**config.mk**
```make
export PLATFORM = sky130hd
export DESIGN_NAME = queue_event_gen
export DESIGN_NICKNAME = d
export VERILOG_FILES = /design/src/rtl/sbqm_pkg.sv /design/src/rtl/sensor_debounce.sv /design/src/rtl/queue_event_gen.sv
export SDC_FILE = /design/constraint.sdc
export NUM_CORES = 1
export LEC_CHECK = 0
export BUFFER_PORTS_ARGS = -buffer_cell sky130_fd_sc_hd__buf_2
export CORE_UTILIZATION = 55
export CTS_CLUSTER_SIZE = 16
export DETAILED_ROUTE_END_ITERATION = 6
export PLACE_DENSITY = 0.74
export SYNTH_ARGS = -nofsm -noshare
export SYNTH_HDL_FRONTEND = slang
export SYNTH_SLANG_ARGS = --single-unit
export TNS_END_PERCENT = 5
```
**constraint.sdc**
```tcl
create_clock -name clk -period 3.8 [get_ports clk]
set_input_delay 0.76 -clock clk [delete_from_list [all_inputs] [get_ports clk]]
set_output_delay 0.76 -clock clk [all_outputs]
set_load 0.02 [all_outputs]
```
**src/rtl/sbqm_pkg.sv**
```systemverilog
// Shared types and constants for the SBqM queue event generator.
// The pulse FSM states and the occupancy width live here so every block agrees on them.
package sbqm_pkg;

  typedef enum logic [1:0] {
    IDLE = 2'd0,
    LOW  = 2'd1,
    GAP  = 2'd2
  } pulseState_t;

  localparam int SBQM_MAX_COUNT = 7;
  localparam int SBQM_CNT_W     = 3;

  // Smallest counter width that can hold the value n.
  function automatic int widthFor(input int n);
    return (n < 1) ? 1 : $clog2(n + 1);
  endfunction

endpackage

```
**src/rtl/sensor_debounce.sv**
```systemverilog
// One photocell channel: 2-flop synchronizer, debounce filter, and a strobe on each
// accepted 1->0 transition of the filtered level (beam newly broken).
module sensor_debounce
  import sbqm_pkg::*;
#(
  parameter int DEBOUNCE_CYCLES = 4
) (
  input  logic clk,
  input  logic reset,
  input  logic raw,
  output logic fallEvent
);

  localparam int CW = widthFor(DEBOUNCE_CYCLES);
  localparam logic [CW-1:0] LAST_SAMPLE = CW'(DEBOUNCE_CYCLES - 1);

  logic          syncA;
  logic          syncB;
  logic          level;
  logic [CW-1:0] stableCnt;
  logic          accept;

  always_ff @(posedge clk or negedge reset) begin
    if (!reset) begin
      syncA <= 1'b1;
      syncB <= 1'b1;
    end else begin
      syncA <= raw;
      syncB <= syncA;
    end
  end

  // The strobe is combinational so the pulse FSM can react on the very edge the level flips.
  assign accept    = (syncB != level) && (stableCnt == LAST_SAMPLE);
  assign fallEvent = accept && !syncB;

  always_ff @(posedge clk or negedge reset) begin
    if (!reset) begin
      level     <= 1'b1;
      stableCnt <= '0;
    end else if (syncB == level) begin
      stableCnt <= '0;
    end else if (accept) begin
      level     <= syncB;
      stableCnt <= '0;
    end else begin
      stableCnt <= stableCnt + CW'(1);
    end
  end

endmodule

```
**src/rtl/queue_event_gen.sv**
```systemverilog
// Turns debounced entry/exit photocell events into clean active-low up/down pulses for
// the queue counter, serializing simultaneous events and mirroring the issued count.
module queue_event_gen
  import sbqm_pkg::*;
#(
  parameter int DEBOUNCE_CYCLES = 4,
  parameter int PULSE_LOW       = 2,
  parameter int PULSE_GAP       = 2,
  parameter int MAX_COUNT       = SBQM_MAX_COUNT,
  parameter int PEND_MAX        = 3
) (
  input  logic                  clk,
  input  logic                  reset,
  input  logic                  entrySensor,
  input  logic                  exitSensor,
  output logic                  upSignal,
  output logic                  downSignal,
  output logic [SBQM_CNT_W-1:0] occupancy,
  output logic                  full,
  output logic                  empty,
  output logic                  dropEvent
);

  localparam int PW   = widthFor(PEND_MAX);
  localparam int TMAX = (PULSE_LOW > PULSE_GAP) ? PULSE_LOW : PULSE_GAP;
  localparam int TW   = widthFor(TMAX);

  localparam logic [PW-1:0]         PEND_TOP = PW'(PEND_MAX);
  localparam logic [TW-1:0]         LOW_LAST = TW'(PULSE_LOW - 1);
  localparam logic [TW-1:0]         GAP_LAST = TW'(PULSE_GAP - 1);
  localparam logic [SBQM_CNT_W-1:0] OCC_TOP  = SBQM_CNT_W'(MAX_COUNT);

  pulseState_t           state, nextState;
  logic [TW-1:0]         timer, nextTimer;
  logic [PW-1:0]         pendUp, pendDown, nextPendUp, nextPendDown;
  logic [SBQM_CNT_W-1:0] nextOcc;
  logic                  nextUpSignal, nextDownSignal;
  logic                  lastUp, nextLastUp;
  logic                  pickUp;
  logic                  consumeUp, consumeDown;
  logic                  fsmDrop, satDropUp, satDropDown;
  logic                  evtUp, evtDown;

  sensor_debounce #(.DEBOUNCE_CYCLES(DEBOUNCE_CYCLES)) entryFilter (
    .clk       (clk),
    .reset     (reset),
    .raw       (entrySensor),
    .fallEvent (evtUp)
  );

  sensor_debounce #(.DEBOUNCE_CYCLES(DEBOUNCE_CYCLES)) exitFilter (
    .clk       (clk),
    .reset     (reset),
    .raw       (exitSensor),
    .fallEvent (evtDown)
  );

  always_ff @(posedge clk or negedge reset) begin
    if (!reset) begin
      state      <= IDLE;
      timer      <= '0;
      upSignal   <= 1'b1;
      downSignal <= 1'b1;
      occupancy  <= '0;
      full       <= 1'b0;
      empty      <= 1'b1;
      dropEvent  <= 1'b0;
      pendUp     <= '0;
      pendDown   <= '0;
      lastUp     <= 1'b0;
    end else begin
      state      <= nextState;
      timer      <= nextTimer;
      upSignal   <= nextUpSignal;
      downSignal <= nextDownSignal;
      occupancy  <= nextOcc;
      full       <= (nextOcc == OCC_TOP);
      empty      <= (nextOcc == '0);
      dropEvent  <= fsmDrop | satDropUp | satDropDown;
      pendUp     <= nextPendUp;
      pendDown   <= nextPendDown;
      lastUp     <= nextLastUp;
    end
  end

  // Round robin starts with lastUp=0 so the first contested pick goes to up; a pick
  // that gets discarded at a bound still counts as served for fairness.
  always_comb begin
    nextState      = state;
    nextTimer      = timer;
    nextUpSignal   = upSignal;
    nextDownSignal = downSignal;
    nextOcc        = occupancy;
    nextLastUp     = lastUp;
    pickUp         = 1'b0;
    consumeUp      = 1'b0;
    consumeDown    = 1'b0;
    fsmDrop        = 1'b0;
    case (state)
      IDLE: begin
        if ((pendUp != '0) || (pendDown != '0)) begin
          pickUp     = (pendUp != '0) && ((pendDown == '0) || !lastUp);
          nextLastUp = pickUp;
          if (pickUp) begin
            consumeUp = 1'b1;
            if (full) begin
              fsmDrop = 1'b1;
            end else begin
              nextUpSignal = 1'b0;
              nextTimer    = '0;
              nextState    = LOW;
            end
          end else begin
            consumeDown = 1'b1;
            if (empty) begin
              fsmDrop = 1'b1;
            end else begin
              nextDownSignal = 1'b0;
              nextTimer      = '0;
              nextState      = LOW;
            end
          end
        end
      end
      LOW: begin
        if (timer == LOW_LAST) begin
          nextUpSignal   = 1'b1;
          nextDownSignal = 1'b1;
          nextOcc        = !upSignal ? occupancy + SBQM_CNT_W'(1)
                                     : occupancy - SBQM_CNT_W'(1);
          nextTimer      = '0;
          nextState      = GAP;
        end else begin
          nextTimer = timer + TW'(1);
        end
      end
      GAP: begin
        if (timer == GAP_LAST) begin
          nextTimer = '0;
          nextState = IDLE;
        end else begin
          nextTimer = timer + TW'(1);
        end
      end
      default: begin
        nextState = IDLE;
        nextTimer = '0;
      end
    endcase
  end

  // A new event and a consumption in the same cycle cancel, so saturation only drops
  // an event when the counter really has no room left.
  always_comb begin
    nextPendUp   = pendUp;
    nextPendDown = pendDown;
    satDropUp    = 1'b0;
    satDropDown  = 1'b0;
    if (evtUp && !consumeUp) begin
      if (pendUp == PEND_TOP) satDropUp = 1'b1;
      else                    nextPendUp = pendUp + PW'(1);
    end else if (!evtUp && consumeUp) begin
      nextPendUp = pendUp - PW'(1);
    end
    if (evtDown && !consumeDown) begin
      if (pendDown == PEND_TOP) satDropDown = 1'b1;
      else                      nextPendDown = pendDown + PW'(1);
    end else if (!evtDown && consumeDown) begin
      nextPendDown = pendDown - PW'(1);
    end
  end

endmodule
```
==> results of run 1 <==
-- through the flow --
stage	hold slack (ns)	setup slack, ns	utilization (%)	std cells
final	0.354	1.98	67.5	163
after global routing	0.351	1.92	67.5	163
after CTS	0.359	1.96	67.5	163
after detailed placement	0.350	2.02	63.8	155
after global placement	0.346	2.09	63.8	155
after floorplan	0.345	2.04	-	118
-- cell families (layout without fill, tap and decap cells) --
family                     Yosys count  in the layout  share of synthesized area, %
AOI/OAI and AO/OA                   27             27                          14.3
xor gates and xnor gates             5              5                          3.15
adders and majority gates            7              7                          6.83
buffers and inverters               10             27                          3.24
DFF                                 29             29                          53.0
muxes                                4              4                          3.24
and+or+nand+nor                     36             36                          16.3
-- synthesized netlist by cell type (3+ instances only) --
cell type and instances:
ha_1 6, o21a_1 3, nor2b_1 5, nand3_1 5
inv_1 8, nor3b_1 3, xnor2_1 3, nor3_1 5
a21oi_1 6, dfstp_2 9, a21o_1 3, dfrtp_1 20
nor2_1 5, mux2_2 4
-- metal layers --
metal  vias up  share of wire (%)  wire length [um]
met5         -                  0                 0
met4         0                2.3                53
met1       458                 48              1110
met3         4                3.6                84
li1        450                  -                 -
met2        13                 46              1070
-- state kept, by name, indices dropped and copies added (netlist names), 2 cells and up --
name,count
entryFilter.stableCnt,3
occupancy,3
timer,2
pendDown,2
pendUp,2
exitFilter.stableCnt,3
state,2
-- cell usage in the layout (no fill, tap or decap), types with 2 or more instances in the layout --
cell	count
a21o_1	3
clkbuf_4	5
nor2b_1	5
o22a_1	2
nor3b_1	3
o21bai_1	2
a31oi_1	2
dfstp_2	9
o22a_2	2
inv_1	8
o21a_1	3
xor2_1	2
a21oi_1	6
o21ai_0	2
dfrtp_1	20
nand4bb_1	2
and4_1	2
nand3_1	5
nor2_1	5
ha_1	6
buf_2	11
nor3_1	5
mux2_2	4
xnor2_1	3
-- power by group --
part,switching (W),leakage (nW),internal [W]
sequential,0.0000928,0.351,0.000430
combinational,0.000308,0.333,0.000253
clock,0.000107,0.0455,0.000157
-- final cells by class --
type	count	area, um^2	area share, %
multi-input combinational	79	609	39.3
sequential	29	737	47.5
timing repair buffer	11	55.1	3.55
tap	28	35.0	2.26
inverter	8	30.0	1.94
clock inverter	1	30.0	1.94
clock buffer	7	55.1	3.55
-- final timing paths --
path	start	end	slack, ns	cells after the start
setup / recovery	empty	empty	1.98	1
hold / removal	entryFilter.syncA	entryFilter.syncB	0.35	0
setup reg to reg	upSignal	full	2.03	6
hold reg to reg	entryFilter.syncA	entryFilter.syncB	0.35	0
max in group asynchronous	reset	exitFilter.stableCnt[0]	2.95	1
min in group asynchronous	reset	entryFilter.stableCnt[1]	0.44	1
==> results.txt, run 1 <==
status = completed
Syn Area/Cell = 11.8 um^2
Clk pin slew, worst setup/hold paths = 0.09 ns
final instance area = 1550 um^2
first-pass GRT wire length = 4250 um
Worst Hold Class = reg -> reg
Setup Total Neg Slack = 0 ns
Placer Congestion = 0.711
Hold Fails Final Rpt = 0
buffers added on ports = 11
Top Ports = 12
DIE AREA = 2730 um^2
Tot GR Track Use = 22.7%
RSZ-0062 raised after global routing = false
Core Footprint = 2300 um^2
Crit-path slowest cell = dfstp_2
initial drt markers = 14
maxcap violations = 0
fin nets = 145
kind of end point of the critical path = output port
vias after detailed routing = 925
H-tree Lvls = 2
Core Rows = 17
chip height = 52.3 um
Routed WL per cell = 14.2 um
DRC Markers = 0
Syn. warnings = 0
CP peak stage delay = 0.57 ns
Data required, critical path = 3.04 ns
postcts setup bufs = 0
GR Overflow Total = 0
final period utilization = 47.9%
DP HPWL = 1670 um
area delta synth->final = 11.5%
# hold bufs at CTS = 0
largest net degree at the start of global routing = 30
synthesized netlist cell count = 118
initial antenna violation count = 0
PostCTS Resize Cnt = 0
CP Max Fanout = 4
WS Path Type = reg -> out
CTS root buffer = clkbuf_4
Pre-antenna DRT Iters = 4
leakage = 0.729 nW
Worst Path Buf+Inv = 1
number of global-route vias before repair = 933
asr flop ratio synth = 100%
CTS buffer count = 5
register area share after synthesis = 53.0%
final setup violation count = 0
Detail Route Antenna Nets = 0
Slew @ Worst Pin = 0.619 ns
Period minus WS final = 1.82 ns
Arrival @ worst endpoint = 1.06 ns
ys flop type = dfrtp_1
library cells used by synthesis = 39
busiest grt layer = met2
cell area after synthesis = 1390 um^2
Max Freq = 0.550 GHz
clock latency on the worst-skew pair = 0.32 ns
largest area contributor in the netlist = dfrtp_1
Worst setup SP type = register
antenna cells = 0
Initial Util = 60.6%
met1 usage = 29.6%
FILL cells = 187
Die X = 52.3 um
CP cell instances = buf_2
Yosys reg bits = 29
syn_nets = 129
pwr dens = 868 nW/um^2
Final Slew Violations = 0
routed vias/inst = 5.67
Pwr Total = 0.00135 W
Top delay family on crit path = flip-flops
clock skew = 0.00616 ns
share of layout cells above drive strength 1 = 28.1%
met2 GRT Util = 32.9%
clock buffer depth = 2
max-slew headroom at the worst pin = 58.8%
EDFF count, synth = 0
met3 Use GR = 6.96%
placed inst area = 1470 um^2
top cells by area, synth = dfrtp_1 36%, dfstp_2 17%, ha_1 5.4%
Post-Route WL = 2310 um
CTS tree = built
peak supply drop = 527 uV
top-area cell type share of the netlist area = 36.0%
# clock sinks = 29
Power figures use the tool's default switching activity.
==> run 2, diff against run 1 <==
- clock period: 3.8 -> 1.8 ns (I/O delays scaled with it)
==> run 2 against run 1 <==
Combinational power rose by 120%. First-iteration DRC count shrank 36%. Non-clock buffer count up 4. Largest power group unchanged.
==> results.txt, run 2 (same netlist as run 1, synthesis figures left out) <==
status = completed
chip height = 52.3 um (unchanged)
leakage = 0.735 nW (+0.71%)
DRC Markers = 0 (unchanged)
vias after detailed routing = 917 (-0.86%)
Clk pin slew, worst setup/hold paths = 0.10 ns (about the same)
H-tree Lvls = 2 (unchanged)
RSZ-0062 raised after global routing = false
Detail Route Antenna Nets = 0 (unchanged)
CP cell instances = inv_1 > fa_2 > xor2_1 > nor2_1 > xor2_1 > and3_1
DP HPWL = 1660 um (-0.25%)
clock skew = 0.0144 ns (+0.00822 ns)
Data required, critical path = 2.07 ns (-0.97 ns)
Placement Setup Slack = 0.0328 ns (-1.98 ns)
Worst setup SP type = register
Crit path top cell by count = xor2_1
Slew @ Worst Pin = 0.624 ns (+0.00561 ns)
Core Footprint = 2300 um^2 (unchanged)
most frequent cells in the layout = 20 x dfrtp_1, 11 x buf_2, 9 x dfstp_2, 8 x inv_1
initial antenna violation count = 0 (unchanged)
Routed WL per cell = 14.3 um (+0.85%)
Top delay family on crit path = flip-flops
Initial Util = 60.6% (unchanged)
initial drt markers = 9 (-5)
pwr dens = 1780 nW/um^2 (+110%)
Arrival @ worst endpoint = 1.98 ns (+0.92 ns)
antenna cells = 0 (unchanged)
first-pass GRT wire length = 4220 um (-0.82%)
Core Rows = 17 (unchanged)
post-layout util = 68.0% (+0.44 points)
Post-Route WL = 2390 um (+3.3%)
buffers added on ports = 11 (unchanged)
final period utilization = 94.7%
Setup Total Neg Slack = 0 ns (unchanged)
final setup violation count = 0 (unchanged)
area delta synth->final = 12.2%
CP peak stage delay = 0.56 ns (about the same)
CTS tree = built
GR Overflow Total = 0 (unchanged)
Pwr Total = 0.00278 W (+110%)
Pre-antenna DRT Iters = 4 (unchanged)
max-slew headroom at the worst pin = 58.4% (-0.37 points)
Final Slew Violations = 0 (unchanged)
Max Freq = 0.587 GHz
Hold Fails Final Rpt = 0 (unchanged)
Tot GR Track Use = 22.6% (about the same)
clock latency on the worst-skew pair = 0.34 ns (+0.02 ns)
largest net degree at the start of global routing = 30 (unchanged)
# hold bufs at CTS = 0 (unchanged)
maxcap violations = 0 (unchanged)
Placer Congestion = 0.807 (+13%)
Min Hold Slack = 0.0222 ns (-0.331 ns)
clock buffer depth = 2 (unchanged)
Die X = 52.3 um (unchanged)
Crit-path slowest cell = dfstp_2
min setup slack post-route = 0.0963 ns (-1.89 ns)
fin nets = 149 (+2.8%)
most common cell after layout, fill and taps aside = dfrtp_1
Largest regs = entryFilter.stableCnt (3), exitFilter.stableCnt (3), occupancy (3)
Top Ports = 12 (unchanged)
Worst Path Buf+Inv = 1 (unchanged)
share of layout cells above drive strength 1 = 30.9% (+2.8 points)
# clock sinks = 29 (unchanged)
Worst Hold Class = in -> async
DIE AREA = 2730 um^2 (unchanged)
Worst R2R Setup Slack = 0.1 ns (-1.93 ns)
FILL cells = 180 (-3.7%)
CP Max Fanout = 4 (unchanged)
Period minus WS final = 1.70 ns
kind of end point of the critical path = register
CTS buffer count = 5 (unchanged)
WS Path Type = reg -> reg
number of global-route vias before repair = 940 (+0.75%)
routed vias/inst = 5.49 (-3.2%)
peak supply drop = 1230 uV (+130%)
CTS root buffer = clkbuf_4
==> run 2: worst paths after layout <==
kind / start / endpoint / depth (start not counted)
max: upSignal / full / 6
min: reset / entryFilter.stableCnt[1] / 1
max reg2reg: upSignal / full / 6
min reg2reg: entryFilter.syncA / entryFilter.syncB / 0
max in group asynchronous: reset / state[1] / 1
min in group clk: exitSensor / exitFilter.syncA / 1
==> run 2: final cells by class <==
type                       count  area, um^2  share of cell area [%]
multi-input combinational     79         612                    39.2
tap                           28        35.0                    2.24
inverter                       8        30.0                    1.92
clock buffer                   7        55.1                    3.53
clock inverter                 1        7.51                   0.481
timing repair buffer          15        85.1                    5.45
sequential                    29         737                    47.2
==> run 2: repair_timing <==
item                                    in CTS  in global routing
cloned                                       0                  0
endpoints found under the setup margin       1                  3
resized for setup                            0                  1
setup buffers                                1                  2
pin swaps                                    1                  4
==> run 2: where the power goes <==
group	internal [W]	leakage, nW	switching [W]
Combinational	0.000588	0.352	0.000674
Sequential	0.000908	0.351	0.000193
Clock	0.000191	0.0315	0.000230
Total	0.00169	0.735	0.00110
==> run 2: metrics by stage <==
stage | std cells | cell area [um^2]
after floorplan | 118 | 1390
after global placement | 156 | 1470
after detailed placement | 156 | 1470
after CTS | 165 | 1540
after global routing | 167 | 1560
final | 167 | 1560
==> run 2: per-layer routing <==
metal,share of wire [%],up-vias,track usage (%)
met3,4.9,6,10.1
met1,46,438,26.3
li1,-,457,-
met4,2.1,0,10.5
met2,47,16,35.4
met5,0,-,0
==> run 3, diff against run 2 <==
- CORE_ASPECT_RATIO: not set -> 0.7
- SLEW_MARGIN: not set -> 20
==> run 3 against run 2 <==
Global-route usage down 2.0 points. Worst setup slack got worse by 0.0092 ns. Clock power decreased by 13%. Count of clock-buffer cells in the layout decreased by 1. Maximum frequency down 0.54%. Critical endpoint unchanged. Design area is essentially flat. Sequential share of layout area about the same. Register-to-register slack is essentially flat. Wire length barely moved. Critical path depth did not move.
==> results.txt, run 3 (same netlist as run 1, synthesis figures left out) <==
status = completed
# hold bufs at CTS = 0 (unchanged)
switching portion of total power = 39.8% (+0.43 points)
CP cell instances = inv_1 > fa_2 > xor2_1 > nor2_1 > xor2_1 > and3_1
Slew @ Worst Pin = 0.613 ns (-0.0109 ns)
number of global-route vias before repair = 916 (-2.6%)
CP Max Fanout = 3 (-1)
final period utilization = 95.2% (+0.51 points)
clock latency on the worst-skew pair = 0.33 ns (about the same)
fin nets = 150 (+0.67%)
H-tree Lvls = 2 (unchanged)
Data required, critical path = 2.07 ns (about the same)
pwr dens = 1760 nW/um^2 (-1.3%)
Clock power frac = 13.3% (-1.8 points)
initial antenna violation count = 0 (unchanged)
Die X = 62.1 um (+19%)
DIE AREA = 2740 um^2 (+0.12%)
routed vias/inst = 5.38 (-2.1%)
Internal = 0.00166 W (-1.9%)
share of layout cells above drive strength 1 = 31.4% (+0.49 points)
most frequent cells in the layout = 20 x dfrtp_1, 11 x buf_2, 9 x dfstp_2, 8 x inv_1
chip height = 44.1 um (-16%)
Max Freq = 0.584 GHz (-0.54%)
Largest regs = entryFilter.stableCnt (3), exitFilter.stableCnt (3), occupancy (3)
peak supply drop = 1020 uV (-17%)
CP peak stage delay = 0.56 ns (about the same)
Top Ports = 12 (unchanged)
Setup Total Neg Slack = 0 ns (unchanged)
final setup violation count = 0 (unchanged)
placed insts = 160 (+2.6%)
vias after detailed routing = 925 (+0.87%)
Detail Route Antenna Nets = 0 (unchanged)
Net Sw Power = 0.00110 W (about the same)
Period minus WS final = 1.71 ns (+0.00921 ns)
area delta synth->final = 12.3% (about the same)
Placer Congestion = 0.733 (-9.2%)
Initial Util = 61.6% (+1.0 points)
Comb pwr share = 46.5% (+1.2 points)
CTS buffer count = 5 (unchanged)
Post-Route WL = 2390 um (about the same)
maxcap violations = 0 (unchanged)
initial drt markers = 38 (+29)
FF-to-FF path depth = 6 (unchanged)
Core Rows = 14 (-3)
Crit-path slowest cell = dfstp_2
Arrival @ worst endpoint = 1.98 ns (about the same)
Clk pin slew, worst setup/hold paths = 0.09 ns (about the same)
WS Path Type = reg -> reg
CTS tree = built
RSZ-0062 raised after global routing = false
Seq pwr share = 40.2% (+0.6 points)
first-pass GRT wire length = 4110 um (-2.6%)
DP HPWL = 1680 um (+1.2%)
max-slew headroom at the worst pin = 59.1% (+0.73 points)
buffers added on ports = 11 (unchanged)
most common cell after layout, fill and taps aside = dfrtp_1
kind of end point of the critical path = register
Core Footprint = 2260 um^2 (-1.6%)
Worst setup SP type = register
Routed WL per cell = 13.9 um (-3.0%)
clock buffer depth = 2 (unchanged)
antenna cells = 0 (unchanged)
Worst Hold Class = in -> async
final non-filler cell total = 172 (+3.0%)
Crit path top cell by count = xor2_1
CTS root buffer = clkbuf_4
FILL cells = 173 (-3.9%)
DRC Markers = 0 (unchanged)
Pre-antenna DRT Iters = 2 (-2)
Hold Fails Final Rpt = 0 (unchanged)
Tot GR Track Use = 20.7% (-2.0 points)
clock skew = 0.00951 ns (-0.00487 ns)
leakage = 0.739 nW (+0.65%)
# clock sinks = 29 (unchanged)
Final Slew Violations = 0 (unchanged)
GR Overflow Total = 0 (unchanged)
largest net degree at the start of global routing = 30 (unchanged)
## run 3: cell types whose count changed in the layout (fill, tap and decap cells not counted)
cell,previous run,this run
buf_4,4,5
clkbuf_8,1,0
clkinvlp_4,1,0
clkinv_2,0,2
## run 3: final cells by class
type	count	area, um^2	share of cell area [%]
clock buffers	6	41.3	2.64
clock inverters	2	10.0	0.641
inverters	8	30.0	1.92
multi-input cells	79	612	39.2
flip-flops and latches	29	737	47.2
well taps	32	40.0	2.56
repair buffers	16	92.6	5.92
## run 3: per-layer routing
metal,track usage [%],part of all wire (%)
met3,8.51,4.6
met5,0,0
met1,27.8,50
met4,6.98,1.3
met2,31.0,44
## run 3: stage by stage
step	hold WS (ns)	area [um^2]	util, %	power [W]	worst slack (ns)
finish	0.0352	1560	69.2	0.00275	0.0871
CTS	0.0631	1540	68.1	0.00271	0.0116
floorplan	0.0644	1390	-	0.00203	0.0357
global placement	0.345	1480	65.4	0.00228	0.0910
global route	0.0636	1560	69.2	0.00299	0.0169
detailed placement	0.349	1480	65.4	0.00232	0.0150
## run 3: repair_timing
item                       4_1_cts  5_1_grt
setup endpoints to repair        1        3
pin swaps                        1        5
buffers inserted                 1        3
resized for setup                0        1
## run 3: path summary, 6_finish.rpt
| check | startpoint | endpoint | slack (ns) |
|---|---|---|---|
| worst min register to register | exitFilter.syncA | exitFilter.syncB | 0.36 |
| worst max register to register | upSignal | full | 0.09 |
| max in group asynchronous | reset | occupancy[2] | 1.36 |
| worst max-delay path | upSignal | full | 0.09 |
| worst min-delay path | reset | entryFilter.stableCnt[1] | 0.04 |
| min in group clk | entrySensor | entryFilter.syncA | 0.13 |
## run 3: power groups by stage
stage                     sequential, W  clock [W]  combinational [W]
final                           0.00111   0.000365            0.00128
after detailed placement        0.00112          0            0.00120
after CTS                       0.00111   0.000372            0.00123
after floorplan                 0.00116          0           0.000872
after global placement          0.00111          0            0.00117
after global routing            0.00114   0.000414            0.00143
## run 3: critical path: cells and delay by family, from the launching register on
kind                       cells  cell delay (ns)
DFF                            1             0.56
xor gates and xnor gates       2             0.40
adders and majority gates      1             0.33
and+or+nand+nor                2             0.32
buffers and inverters          1             0.06
